`src/rtl/gnn_0_example_rd_arbiter.sv`:
```
// Round-robin arbiter sharing one DRAM AXI read-master channel between the
// bias (0), weight (1) and feature (2) loaders. One transfer at a time: latch
// the winner's request, pulse read_start, then steer the returned beat stream
// to the granted requester until all beats and read_done have been seen.
module gnn_0_example_rd_arbiter #(
    parameter int NUM_REQ            = 3,
    parameter int C_M_AXI_ADDR_WIDTH = 64,
    parameter int C_M_AXI_DATA_WIDTH = 512,
    parameter int C_XFER_SIZE_WIDTH  = 32
) (
    input  logic                                  kernel_clk,
    input  logic                                  kernel_rst_n,
    input  logic [NUM_REQ-1:0]                    req_valid,
    input  logic [NUM_REQ*C_M_AXI_ADDR_WIDTH-1:0] req_addr,
    input  logic [NUM_REQ*C_XFER_SIZE_WIDTH-1:0]  req_size,
    output logic [NUM_REQ-1:0]                    req_ready,
    output logic [NUM_REQ-1:0]                    req_done,
    output logic [NUM_REQ-1:0]                    out_tvalid,
    input  logic [NUM_REQ-1:0]                    out_tready,
    output logic [C_M_AXI_DATA_WIDTH-1:0]         out_tdata,
    output logic                                  out_tlast,
    output logic                                  busy,
    output logic [C_M_AXI_ADDR_WIDTH-1:0]         dram_xfer_start_addr,
    output logic [C_XFER_SIZE_WIDTH-1:0]          dram_xfer_size_in_bytes,
    output logic                                  read_start,
    input  logic                                  read_done,
    input  logic                                  data_tvalid,
    output logic                                  data_tready,
    input  logic                                  data_tlast,
    input  logic [C_M_AXI_DATA_WIDTH-1:0]         data_tdata
);
    localparam int AW = C_M_AXI_ADDR_WIDTH;
    localparam int XW = C_XFER_SIZE_WIDTH;
    localparam int PW = (NUM_REQ > 1) ? $clog2(NUM_REQ) : 1;
    // One extra bit so (size + 63) cannot wrap for sizes near the maximum
    localparam int CW = XW + 1;

    typedef enum logic [1:0] {S_IDLE, S_ISSUE, S_XFER, S_DONE} state_e;

    state_e            state_q, state_d;
    logic [NUM_REQ-1:0] gnt_q, gnt_d;
    logic [PW-1:0]     ptr_q, ptr_d;
    logic [AW-1:0]     addr_q, addr_d;
    logic [XW-1:0]     size_q, size_d;
    logic [CW-1:0]     beats_q, beats_d;
    logic              seen_q, seen_d;

    logic              win_found;
    logic [PW-1:0]     win_idx;
    logic [XW-1:0]     win_size;
    logic [CW-1:0]     beats_exp;

    assign beats_exp               = ({1'b0, size_q} + CW'(63)) >> 6;
    assign win_size                = req_size[win_idx*XW +: XW];
    assign dram_xfer_start_addr    = addr_q;
    assign dram_xfer_size_in_bytes = size_q;
    assign busy                    = (state_q != S_IDLE);
    assign out_tdata               = data_tdata;
    assign out_tlast               = data_tlast;

    // Winner: first valid requester searching upward from ptr, wrapping
    always_comb begin
        int idx;
        win_found = 1'b0;
        win_idx   = '0;
        idx       = 0;
        for (int k = 0; k < NUM_REQ; k++) begin
            idx = int'(ptr_q) + k;
            if (idx >= NUM_REQ) idx = idx - NUM_REQ;
            if (!win_found && req_valid[idx]) begin
                win_found = 1'b1;
                win_idx   = PW'(idx);
            end
        end
    end

    // Next-state and output decode
    always_comb begin
        state_d     = state_q;
        gnt_d       = gnt_q;
        ptr_d       = ptr_q;
        addr_d      = addr_q;
        size_d      = size_q;
        beats_d     = beats_q;
        seen_d      = seen_q;
        req_ready   = '0;
        req_done    = '0;
        read_start  = 1'b0;
        data_tready = 1'b0;
        out_tvalid  = '0;
        case (state_q)
            S_IDLE: begin
                if (win_found) begin
                    gnt_d   = NUM_REQ'(1) << win_idx;
                    ptr_d   = (win_idx == PW'(NUM_REQ - 1)) ? '0 : win_idx + PW'(1);
                    addr_d  = req_addr[win_idx*AW +: AW];
                    size_d  = win_size;
                    // Zero-byte requests skip the read master entirely
                    state_d = (win_size == '0) ? S_DONE : S_ISSUE;
                end
            end
            S_ISSUE: begin
                read_start = 1'b1;
                req_ready  = gnt_q;
                state_d    = S_XFER;
            end
            S_XFER: begin
                data_tready = |(out_tready & gnt_q);
                out_tvalid  = gnt_q & {NUM_REQ{data_tvalid}};
                beats_d     = beats_q + CW'(data_tvalid & data_tready);
                seen_d      = seen_q | read_done;
                // Use next-cycle values so a final beat and read_done in the
                // same cycle still finish on that edge
                if (seen_d && (beats_d == beats_exp)) state_d = S_DONE;
            end
            S_DONE: begin
                req_done = gnt_q;
                if (size_q == '0) req_ready = gnt_q;
                beats_d  = '0;
                seen_d   = 1'b0;
                state_d  = S_IDLE;
            end
            default: state_d = S_IDLE;
        endcase
    end

    // State, grant, pointer and transfer latches
    always_ff @(posedge kernel_clk or negedge kernel_rst_n) begin
        if (!kernel_rst_n) begin
            state_q <= S_IDLE;
            gnt_q   <= '0;
            ptr_q   <= '0;
            addr_q  <= '0;
            size_q  <= '0;
            beats_q <= '0;
            seen_q  <= 1'b0;
        end else begin
            state_q <= state_d;
            gnt_q   <= gnt_d;
            ptr_q   <= ptr_d;
            addr_q  <= addr_d;
            size_q  <= size_d;
            beats_q <= beats_d;
            seen_q  <= seen_d;
        end
    end
endmodule

```
`config.mk`:
```
export PLATFORM = sky130hd
export DESIGN_NAME = gnn_0_example_rd_arbiter
export DESIGN_NICKNAME = d
export VERILOG_FILES = /design/src/rtl/gnn_0_example_rd_arbiter.sv
export SDC_FILE = /design/constraint.sdc
export NUM_CORES = 1
export LEC_CHECK = 0
export BUFFER_PORTS_ARGS = -buffer_cell sky130_fd_sc_hd__clkbuf_2
export CAP_MARGIN = 10
export CORE_AREA = 2 2 566 568
export DETAILED_ROUTE_END_ITERATION = 6
export DIE_AREA = 0 0 568 570
export PLACE_DENSITY = 0.3
export SYNTH_ARGS = -nofsm -noshare
export SYNTH_HDL_FRONTEND = slang
export SYNTH_SLANG_ARGS = --single-unit
```
`constraint.sdc`:
```
create_clock -name kernel_clk -period 7.1 [get_ports kernel_clk]
set_clock_uncertainty 0.15 [all_clocks]
set_input_delay 0.71 -clock kernel_clk [delete_from_list [all_inputs] [get_ports kernel_clk]]
set_output_delay 0.71 -clock kernel_clk [all_outputs]
set_load 0.01 [all_outputs]
```
# Yosys cells after proc, flatten, opt, wreduce, memory -nomap -nowiden
# Cells that the tools add are included.
dict set report word_totals {
  inputBits 811
  regBits 137
}
dict set report classes {
  reduce_logical 13
  n_lt_le_gt_ge 6
  n_shift 3
  n_eq_ne 7
  addsub 8
  muxes 31
  bitwise_logic 4
}
# operator count
set op_table {}
lappend op_table {{$shiftx 192x9->64} 1}
lappend op_table {{$lt 32x4->1 const B} 3}
lappend op_table {{$mux 32} 3}
lappend op_table {{$shiftx 96x8->32} 1}
lappend op_table {{$pmux 33 s2} 1}
lappend op_table {{$logic_not 32->1} 2}
lappend op_table {{$add 32x6->33 const B} 1}
lappend op_table {{$add 33x1->33} 1}
lappend op_table {{$eq 33x27->1} 1}
lappend op_table {{$mux 2} 7}
lappend op_table {{$mux 1} 11}
lappend op_table {{$mux 3} 3}
lappend op_table {{$pmux 2 s4} 1}
lappend op_table {{$sub 3x2->4 const B} 2}
lappend op_table {{$and 3x3->3} 2}
lappend op_table {{$bmux 1 s2} 3}
lappend op_table {{$eq 2x2->1 const B} 3}
lappend op_table {{$ge 3x2->1 const B} 2}
lappend op_table {{$pmux 3 s2} 1}
lappend op_table {{$ne 2x2->1 const B} 2}
lappend op_table {{$reduce_and 2->1} 2}
lappend op_table {{$reduce_bool 2->1} 2}
lappend op_table {{$add 2x1->3 const B} 1}
lappend op_table {{$add 2x2->3 const B} 1}
lappend op_table {{12 further kinds} 15}

# Depth between registers and ports, before layout
# Gate-level depths: netlist (run 1).
dict set report logic_depth {
  depth_word 17
  mapped_depth 13
  ltp_nobuf 12
}

# Worst setup path before layout (run 1)
# Ideal clock, no wire load.
dict set report synth_path {
  path_type {input to register}
  start {in out_tready[0]}
  end {reg state_q[1]}
  path_stages 13
  arrival_ns 3.373
  slack_ns 3.450
  path_buffers 1
  t_required_ns 6.822
  path_cell_list {a222oi_1 -> nor2b_1 -> ha_1 -> clkbuf_1 -> xnor2_1 -> xor2_1 -> a21oi_1 -> nor4b_1 -> nand4_1 -> a2111oi_2 -> o2111ai_2 -> o21ai_2 -> mux2_1}
}
dict set report synth_via {
  elab_chain_len 8
}
# item line_no
set synth_rtl {}
lappend synth_rtl {{start: declaration} 19} ;# input logic [NUM_REQ-1:0] out_tready,
lappend synth_rtl {{$and 3x3->3} 108} ;# data_tready = |(out_tready & gnt_q);
lappend synth_rtl {{$reduce_or 3->1} 108}
lappend synth_rtl {{$and 1x1->1} 110} ;# beats_d = beats_q + CW'(data_tvalid & data_tready);
lappend synth_rtl {{$add 33x1->33} 110}
lappend synth_rtl {{$eq 33x27->1} 114} ;# if (seen_d && (beats_d == beats_exp)) state_d = S_DONE;
lappend synth_rtl {{$logic_and 1x1->1} 114}
lappend synth_rtl {{$ne 2x2->1 (no line)} n/a}
lappend synth_rtl {{$reduce_and 2->1 (no line)} n/a}
lappend synth_rtl {{end signal: assignment} 138} ;# state_q <= state_d;
lappend synth_rtl {{end: declaration} 40} ;# state_e state_q, state_d;
# Every way passes these cells.
# A chain may end at the register's enable or synchronous reset.

# Worst setup path after layout (run 1)
dict set report layout_path {
  start {reg gnt_q[0]}
  end {reg state_q[1]}
}
dict set report layout_via {
  elab_chain_len 8
}
# item line_no
set layout_rtl {}
lappend layout_rtl {{start: declaration} 41} ;# logic [NUM_REQ-1:0] gnt_q, gnt_d;
lappend layout_rtl {{start signal: assignment} 139} ;# gnt_q <= gnt_d;
lappend layout_rtl {{$and 3x3->3} 108}
lappend layout_rtl {{$reduce_or 3->1} 108}
lappend layout_rtl {{$and 1x1->1} 110}
lappend layout_rtl {{$add 33x1->33} 110}
lappend layout_rtl {{$eq 33x27->1} 114}
lappend layout_rtl {{$logic_and 1x1->1} 114}
lappend layout_rtl {{$ne 2x2->1 (no line)} n/a}
lappend layout_rtl {{$reduce_and 2->1 (no line)} n/a}
# Every way passes these cells.

==> impl_metrics.env, run 1 <==
export IMPL_drive_above_1_share=0.3604
export IMPL_clock_sinks=135
export IMPL_io_pins=1432
export IMPL_fin_crit_sh=0.6265
export IMPL_drt_wl_total_um=150800
export IMPL_clk_latency_ns=0.57
export IMPL_final_common_cell="clkbuf_2"
export IMPL_place_gp_congestion=0.8949
export IMPL_core_area_mm2=0.3173
export IMPL_top_usage_layer="met2"
export IMPL_critPathMaxStageDelay_ns=0.91
export IMPL_routedWlPerCell_um=26.86
export IMPL_crit_type="flop to flop"
export IMPL_final_cell_mix="clkbuf_2, dfrtp_1, nand2_1"
export IMPL_worstSetupStartpointType="flop"
export IMPL_synth_area_mm2=0.01271
export IMPL_htreeDepth=4
export IMPL_use_met1=0.07099
export IMPL_r2r_slack_ns=2.65
export IMPL_critPathCaptureType="flop"
export IMPL_grtUsageMet2=0.1376
export IMPL_postCtsSetupBuffers=0
export IMPL_hold_ws_ns=0.06587
export IMPL_grt_start_max_net_pins=85
export IMPL_area_growth_pct=32.64
export IMPL_synth_avg_cell_area_um2=8.198
export IMPL_worstMarginPinSlew_ns=0.9691
export IMPL_drt_iter0_markers=853
export IMPL_p_leak_nw=5.763
export IMPL_fin_crit_ns=4.448
export IMPL_crit_path_start="gnt_q[0]"
export IMPL_dp_hpwl_um=134600
export IMPL_max_freq_mhz=224.8
export IMPL_slew_headroom=0.3539
export IMPL_cts_root_buf="clkbuf_16"
export IMPL_gr_usage_all_layers=0.08980
export IMPL_tns_ns=0
export IMPL_grt_use_met3=0.09522
export IMPL_dr_pass1_iters=5
export IMPL_start_util=0.04007
export IMPL_place_port_buffers=405
export IMPL_grt_pass1_vias=11090
export IMPL_cts_made_buffers=25
export IMPL_synth_edff_count=0
export IMPL_path_cells="a222oi_1 > nor2b_1 > ha_1 > nand4_1 > xnor2_1 > o21ai_0 > a222oi_1 > nand4_1 > a2111oi_2 > o2111ai_2 > o21ai_2 > mux2_1"
export IMPL_cp_max_fo=13
export IMPL_finalSetupViolCount=0
export IMPL_die_w_um=568
export IMPL_slew_violations=0
export IMPL_r2r_start="gnt_q[0]"
export IMPL_nNetsFinal=2239
export IMPL_synth_seq_cells=135
export IMPL_cts_tree="yes"
export IMPL_synth_top_flop_cell="dfrtp_1"
export IMPL_synth_cell_types=66
export IMPL_path_clk_slew_ns=0.08
export IMPL_worstPathArrival_ns=4.74
export IMPL_reg2reg_to="state_q[1]"
export IMPL_drc=0
export IMPL_cap_viol_max_count=0
export IMPL_cts_path_max_buffers=3
export IMPL_hold_buffers=0
export IMPL_rsz0062_at_grt="no"
export IMPL_die_y_um=570
export IMPL_cts_resized=0
export IMPL_ys_warn_count=0
export IMPL_die_area_mm2=0.3238
export IMPL_ys_seq_area_frac=0.2657
export IMPL_grt_pass1_wl_um=175500
export IMPL_gr_total_overflow=0
export IMPL_num_fill_cells=37500
export IMPL_crit_end="state_q[1]"
export IMPL_syn_num_nets=2370
export IMPL_holdCritPathClass="primary input to async pin"
export IMPL_synthArstFlopShare=1.000
export IMPL_reg2reg_depth=12
export IMPL_num_rows=207
export IMPL_synth_cells=1551
export IMPL_ant_nets=0
export IMPL_cp_slowest_cell="a222oi_1"
export IMPL_num_vias=11230
export IMPL_antenna_found_initial=85
export IMPL_outcome="finished clean"
export IMPL_max_vdd_ir_drop_uv=148.9
export IMPL_powerDensity_mw_per_mm2=348.4
export IMPL_finalHoldViolations=0
export IMPL_required_ns=7.39
export IMPL_via_per_inst=2.001
==> cell type report <==
| type | instances | area [um^2] | area share |
|---|---|---|---|
| Timing Repair Buffer | 438 | 2291 | 0.1358 |
| Multi-Input combinational cell | 808 | 5196 | 0.3081 |
| Tap cell | 4180 | 5230 | 0.3101 |
| Inverter | 12 | 45.04 | 0.002671 |
| Antenna cell | 7 | 17.52 | 0.001039 |
| Sequential cell | 135 | 3378 | 0.2003 |
| Clock inverter | 4 | 26.28 | 0.001558 |
| Clock buffer | 29 | 680.7 | 0.04036 |
==> worst max-delay path, delay by kind of cell (launching register included) <==
| kind | cells | cell delay [ns] |
|---|---|---|
| adders and majority gates | 1 | 0.46 |
| AOI/OAI and AO/OA | 6 | 2.09 |
| muxes | 1 | 0.32 |
| and+or+nand+nor | 3 | 0.58 |
| DFF | 1 | 0.53 |
| xor gates and xnor gates | 1 | 0.19 |
==> cell usage after synthesis (4+ instances only) <==
cell	instances	area share
nor4_1	35	0.017
and3_1	12	0.0059
buf_2	13	0.0051
clkbuf_1	59	0.017
and2_1	11	0.0054
buf_4	516	0.30
a211oi_1	4	0.0024
dfrtp_1	135	0.27
nand2_1	127	0.037
nor4_2	5	0.0049
xor2_1	39	0.027
ha_1	8	0.0079
nand4_1	33	0.016
nor2_1	51	0.015
a22o_1	95	0.065
nor3_1	14	0.0055
or3_1	11	0.0054
nor2b_1	5	0.0025
inv_1	12	0.0035
buf_1	7	0.0021
o21ai_0	107	0.042
xnor2_1	42	0.029
mux2i_1	5	0.0039
nand2b_1	4	0.0020
a21oi_1	111	0.044
nand3_1	28	0.011
==> registers in the layout, summed over array words and instances (netlist names) <==
signal                   count
state_q                      2
gnt_q                        3
beats_q                     33
dram_xfer_start_addr        64
seen_q                       1
dram_xfer_size_in_bytes     32
==> stage by stage <==
step	setup slack [ns]	total power, mW	instance area (um^2)	utilization	instances
2_1_floorplan	3.450	3.152	12710	-	1551
3_3_place_gp	2.093	4.882	16110	0.05079	5571
3_5_place_dp	2.222	4.913	16140	0.05087	5573
4_1_cts	2.474	6.195	16850	0.05310	5606
5_1_grt	2.166	6.398	16850	0.05311	5607
6_report	2.652	5.876	16860	0.05316	5613
==> report_power, final <==
part           total (mW)  switching (mW)  internal [mW]
clock                1.19           0.521          0.674
sequential           1.44           0.379           1.07
combinational        3.24            2.25          0.984
total                5.88            3.15           2.72
==> logic make-up after synthesis <==
family          share of synthesized area
buf+inv                            0.3337
compound gates                     0.1755
flops                              0.2657
mux                              0.007479
xor+xnor                          0.05934
fa+ha+maj                        0.009447
simple gates                       0.1489
==> worst min-delay path by stage <==
stage | start | endpoint | slack (ns)
6_report | kernel_rst_n | dram_xfer_size_in_bytes[15] | 0.07
4_1_cts | kernel_rst_n | beats_q[18] | 0.09
3_3_place_gp | dram_xfer_start_addr[51] | dram_xfer_start_addr[51] | 0.31
5_1_grt | kernel_rst_n | dram_xfer_size_in_bytes[15] | 0.09
2_1_floorplan | kernel_rst_n | beats_q[0] | 0.26
3_5_place_dp | dram_xfer_start_addr[25] | dram_xfer_start_addr[25] | 0.32
==> layer usage <==
metal,up-vias,share of wire
met5,-,0.0028
met1,5136,0.27
met2,974,0.43
met4,40,0.061
li1,4589,-
met3,492,0.23
(Power assumes the default switching activity.)
==> run 2, diff against run 1 <==
CORE_AREA = 2 2 556 558   (was 2 2 566 568)
DIE_AREA = 0 0 558 560   (was 0 0 568 570)
clock period = 4.1 ns   (was 7.1 ns; I/O delays follow)
==> run 2 against run 1 <==
Net effect: via count is 0.85% higher; cell count is 0.53% higher; sequential share of layout area is 0.79 points lower; hold slack worse by 0.0080 ns; fmax is 14% higher; setup slack worse by 2.4 ns; sequential power is 68% higher; non-clock buffer count is 89 higher; critical path depth is 2 higher; sequential cell count stayed put.
==> impl_metrics.env, run 2 (same netlist as run 1, synthesis figures left out) <==
export IMPL_outcome="finished clean"
export IMPL_worstMarginPinSlew_ns=0.8700
export IMPL_max_vdd_ir_drop_uv=421.6
export IMPL_worstSetupStartpointType="flop"
export IMPL_worstPathArrival_ns=4.19
export IMPL_cp_max_fo=8
export IMPL_core_area_mm2=0.3071
export IMPL_path_buf_inv=2
export IMPL_drt_iter0_markers=640
export IMPL_cp_slowest_cell="dfrtp_1"
export IMPL_num_vias=11330
export IMPL_slew_headroom=0.4146
export IMPL_num_rows=204
export IMPL_area_growth_pct=38.05
export IMPL_drive_above_1_share=0.3639
export IMPL_utilization=0.05717
export IMPL_tns_ns=0
export IMPL_place_port_buffers=405
export IMPL_p_switching_mw=5.572
export IMPL_cts_path_max_buffers=3
export IMPL_largest_reg_flops=64
export IMPL_cts_made_buffers=21
export IMPL_final_common_cell="clkbuf_2"
export IMPL_start_util=0.04141
export IMPL_drt_wl_total_um=142200
export IMPL_critPathCaptureType="flop"
export IMPL_place_gp_congestion=0.9135
export IMPL_path_cells="a222oi_1 > buf_4 > nor2b_1 > ha_2 > buf_4 > nand2_1 > nor4_2 > nand2_1 > xnor3_1 > nor4bb_1 > a21oi_1 > nand4b_1 > o21ai_2 > mux2_1"
export IMPL_p_leak_nw=6.149
export IMPL_grt_start_max_net_pins=122
export IMPL_rsz0062_at_grt="no"
export IMPL_gr_usage_all_layers=0.08767
export IMPL_ant_nets=0
export IMPL_required_ns=4.39
export IMPL_powerDensity_mw_per_mm2=589.9
export IMPL_num_fill_cells=36360
export IMPL_cap_viol_max_count=0
export IMPL_swShare=0.5381
export IMPL_postCtsSetupBuffers=0
export IMPL_cts_root_buf="clkbuf_16"
export IMPL_antenna_found_initial=48
export IMPL_p_comb_frac=0.582
export IMPL_routedWlPerCell_um=25.20
export IMPL_critPathMaxStageDelay_ns=0.47
export IMPL_cts_tree="yes"
export IMPL_drc=0
export IMPL_grt_pass1_wl_um=167100
export IMPL_die_area_mm2=0.3125
export IMPL_clock_sinks=135
export IMPL_die_y_um=560
export IMPL_fin_crit_sh=0.9506
export IMPL_dp_hpwl_um=127800
export IMPL_crit_type="flop to flop"
export IMPL_gr_total_overflow=0
export IMPL_power_share_sequential=0.234
export IMPL_max_freq_mhz=256.6
export IMPL_die_w_um=558
export IMPL_via_per_inst=2.007
export IMPL_nNetsFinal=2324
export IMPL_htreeDepth=4
export IMPL_clk_latency_ns=0.56
export IMPL_slew_violations=0
export IMPL_final_cell_mix="clkbuf_2, dfrtp_1, nand2_1"
export IMPL_power_share_clock=0.184
export IMPL_finalSetupViolCount=0
export IMPL_holdCritPathClass="primary input to flop"
export IMPL_io_pins=1432
export IMPL_p_int_mw=4.782
export IMPL_path_clk_slew_ns=0.07
export IMPL_cp_top_family="simple AND/OR/NAND/NOR gates"
export IMPL_fin_crit_ns=3.898
export IMPL_dr_pass1_iters=4
export IMPL_finalHoldViolations=0
export IMPL_grt_pass1_vias=11400
run 2: changes by cell type in the layout (fill, tap and decap cells not counted), moves of 2 or more:
cell / change
dlygate4sd3_1: +48
buf_4: +37
buf_12: +5
clkbuf_16: -4
clkbuf_1: +3
clkbuf_8: -2
clkinv_2: +2
diode_2: +2
run 2: what timing repair did:
action                                  4_1_cts  5_1_grt
hold buffers                                 48        0
hold endpoints to repair                     96        0
endpoints found under the setup margin        0        1
gates resized for setup                       0        1
run 2: worst paths after layout:
check,from,to,slack [ns],cells after the start
worst min register to register,dram_xfer_start_addr[46],dram_xfer_start_addr[46],0.33,2
worst min-delay path,req_addr[61],dram_xfer_start_addr[61],0.06,3
worst max register to register,gnt_q[1],state_q[1],0.20,14
max in group asynchronous,kernel_rst_n,dram_xfer_start_addr[37],2.60,3
worst max-delay path,gnt_q[1],state_q[1],0.20,14
min in group asynchronous,kernel_rst_n,dram_xfer_start_addr[49],0.29,2
run 2: per-layer routing:
layer / part of all wire / GRT usage
met2: 0.41 / 0.1283
met3: 0.21 / 0.08250
met5: 0.0049 / 0.01405
met1: 0.31 / 0.07936
met4: 0.057 / 0.04572
run 2: layout make-up:
class / instances / area [um^2] / area share
well taps: 4120 / 5155 / 0.2937
multi-input cells: 808 / 5195 / 0.2960
diodes: 9 / 22.52 / 0.001283
inverters: 12 / 45.04 / 0.002566
clock inverters: 6 / 58.81 / 0.003350
flip-flops and latches: 135 / 3378 / 0.1925
repair buffers: 527 / 3134 / 0.1786
clock buffers: 26 / 564.3 / 0.03215
run 2: worst min-delay path, stage by stage:
cell,delay (ns)
clkbuf_2,0.09
a21oi_1,0.07
o21ai_0,0.16
run 2: power by group through the flow:
stage / combinational [mW] / sequential [mW] / clock, mW
CTS: 6.45 / 2.45 / 2.08
global route: 6.70 / 2.50 / 2.10
detailed placement: 6.38 / 2.47 / 0
global placement: 6.39 / 2.46 / 0
floorplan: 3.03 / 2.43 / 0
finish: 6.03 / 2.42 / 1.91
run 2: through the flow:
step	cells	hold slack, ns	instance area [um^2]	total power [mW]	worst slack (ns)
final	5643	0.05792	17550	10.35	0.2024
after floorplan	1551	-0.03559	12710	5.458	0.7496
after detailed placement	5554	0.3199	16420	8.850	0.04990
after global routing	5636	0.02915	17540	11.30	0.003076
after CTS	5634	0.001003	17530	10.98	0.04585
after global placement	5554	0.3134	16420	8.843	0.1490
==> run 3, diff against run 2 <==
HOLD_SLACK_MARGIN = 0.02   (was not set)
REMOVE_ABC_BUFFERS = 1   (was not set)
==> run 3 against run 2 <==
Net effect: final area rose by 0.41%; combinational power fell by 11%; via count rose by 23%; critical endpoint unchanged; core utilization barely moved; global-route usage rose by 13 points; setup slack got worse by 0.13 ns; critical path type unchanged; sequential share of layout area fell by 0.071 points; count of clock-buffer cells in the layout fell by 8; highest routed layer unchanged; die area did not move; sequential power barely moved; sequential cell count did not move.
==> impl_metrics.env, run 3 (same netlist as run 1, synthesis figures left out) <==
export IMPL_outcome="finished clean"
export IMPL_cp_slowest_cell="a222oi_1"
export IMPL_gr_total_overflow=0
export IMPL_io_pins=1432
export IMPL_hold_path_end="dram_xfer_start_addr[39]"
export IMPL_crit_type="flop to flop"
export IMPL_max_freq_mhz=248.2
export IMPL_slew_violations=0
export IMPL_area_growth_pct=38.61
export IMPL_antenna_found_initial=13
export IMPL_fin_crit_ns=4.029
export IMPL_final_common_cell="clkbuf_2"
export IMPL_cp_max_fo=3
export IMPL_die_area_mm2=0.3125
export IMPL_cts_made_buffers=17
export IMPL_reg2reg_depth=13
export IMPL_worstPathArrival_ns=4.26
export IMPL_core_area_mm2=0.3071
export IMPL_clock_sinks=135
export IMPL_die_y_um=560
export IMPL_min_delay_start="req_addr[39]"
export IMPL_gr_usage_all_layers=0.2180
export IMPL_place_ws_ns=-0.3629
export IMPL_nNetsFinal=2314
export IMPL_whs_path_depth=3
export IMPL_num_vias=13880
export IMPL_dr_pass1_iters=5
export IMPL_die_w_um=558
export IMPL_setup_ws_ns=0.07140
export IMPL_largest_reg_flops=64
export IMPL_drive_above_1_share=0.3687
export IMPL_num_fill_cells=36310
export IMPL_worstSetupStartpointType="flop"
export IMPL_grt_start_max_net_pins=55
export IMPL_dp_hpwl_um=333800
export IMPL_num_rows=204
export IMPL_cap_viol_max_count=0
export IMPL_drt_iter0_markers=1534
export IMPL_multi_input_area_mm2=0.005288
export IMPL_place_gp_congestion=1.151
export IMPL_cts_root_buf="clkbuf_16"
export IMPL_powerDensity_mw_per_mm2=540.1
export IMPL_start_util=0.04141
export IMPL_finalSetupViolCount=0
export IMPL_grt_pass1_wl_um=375900
export IMPL_path_cells="a222oi_1 > buf_4 > nor2b_4 > ha_4 > xnor2_4 > xor2_2 > buf_4 > a222oi_1 > nand4_1 > a2111oi_4 > o2111ai_2 > o21ai_2 > mux2_4"
export IMPL_via_per_inst=2.466
export IMPL_drt_wl_total_um=351200
export IMPL_worstMarginPinSlew_ns=0.7772
export IMPL_path_clk_slew_ns=0.07
export IMPL_utilization=0.05740
export IMPL_drc=0
export IMPL_rsz0062_at_grt="yes"
export IMPL_r2r_slack_ns=0.07
export IMPL_reg2reg_to="state_q[1]"
export IMPL_r2r_start="gnt_q[0]"
export IMPL_max_vdd_ir_drop_uv=335.4
export IMPL_finalHoldViolations=0
export IMPL_path_buf_inv=2
export IMPL_instances_no_fill=5631
export IMPL_routedWlPerCell_um=62.36
export IMPL_cp_top_family="compound AO/OA/AOI/OAI gates"
export IMPL_holdCritPathClass="primary input to flop"
export IMPL_p_leak_nw=6.146
export IMPL_ant_nets=0
export IMPL_required_ns=4.33
export IMPL_tns_ns=0
export IMPL_placed_cells=5550
export IMPL_clk_latency_ns=0.53
export IMPL_final_cell_mix="clkbuf_2, dfrtp_1, nand2_1"
export IMPL_critPathCaptureType="flop"
export IMPL_place_port_buffers=405
export IMPL_grt_pass1_vias=11420
export IMPL_cts_path_max_buffers=2
export IMPL_htreeDepth=4
export IMPL_cts_tree="yes"
export IMPL_final_seq_area_mm2=0.003379
export IMPL_slew_headroom=0.4808
export IMPL_critPathMaxStageDelay_ns=0.69
export IMPL_fin_crit_sh=0.9826
## run 3: changes by cell type in the layout (fill, tap and decap cells not counted), sizes merged, moves of 2 or more
cell	previous run	this run
clkbuf	431	422
inv	12	21
diode	9	3
clkinv	5	1
dlygate4sd3	48	44
clkinvlp	0	2
## run 3: final cells by class
type                            count  share of cell area
Sequential cell                   135              0.1918
Tap cell                         4120              0.2925
Timing Repair Buffer              521              0.1776
Clock inverter                     14             0.01022
Antenna cell                        3           0.0004260
Inverter                           12            0.002556
Clock buffer                       18             0.02492
Multi-Input combinational cell    808              0.3000
## run 3: what timing repair did
item | CTS | global route
resized for setup | 18 | 4
setup buffers | 3 | 1
hold buffers | 44 | 0
pin swaps | 9 | 8
hold endpoints to repair | 95 | 0
endpoints found under the setup margin | 2 | 2
## run 3: tightest hold or removal path: cells and delay by family
family          cells  cell delay [ns]
buf+inv             1             0.07
compound gates      2             0.19
## run 3: metal layers
| metal | part of all wire | wire [um] | track usage |
|---|---|---|---|
| met1 | 0.15 | 51150 | 0.08659 |
| met2 | 0.46 | 160100 | 0.3517 |
| met3 | 0.37 | 131200 | 0.3874 |
| met4 | 0.0082 | 2894 | 0.02024 |
| met5 | 0.017 | 5796 | 0.1345 |
## run 3: worst max-delay path by stage
stage | start | to | slack [ns] | depth (start not counted)
after global placement | out_tready[0] | state_q[1] | -0.39 | 15
after floorplan | gnt_q[0] | gnt_q[0] | -8.92 | 6
final | gnt_q[0] | state_q[1] | 0.07 | 13
after detailed placement | out_tready[0] | state_q[1] | -0.36 | 14
after CTS | gnt_q[0] | state_q[1] | -0.08 | 13
after global routing | gnt_q[0] | state_q[1] | -0.20 | 17
## run 3: metrics by stage
| step | power (mW) | hold WS (ns) | cell area [um^2] |
|---|---|---|---|
| 3_3_place_gp | 7.965 | 0.2731 | 16430 |
| 5_1_grt | 10.36 | 0.03147 | 17620 |
| 4_1_cts | 9.908 | 0.02022 | 17580 |
| 6_report | 9.520 | 0.06372 | 17620 |
| 3_5_place_dp | 7.963 | 0.2703 | 16430 |
| 2_1_floorplan | 4.818 | -0.03559 | 8517 |
## run 3: where the power goes
part	internal [mW]	switching, mW
sequential	1.85	0.547
combinational	2.01	3.35
clock	0.942	0.826
total	4.80	4.72
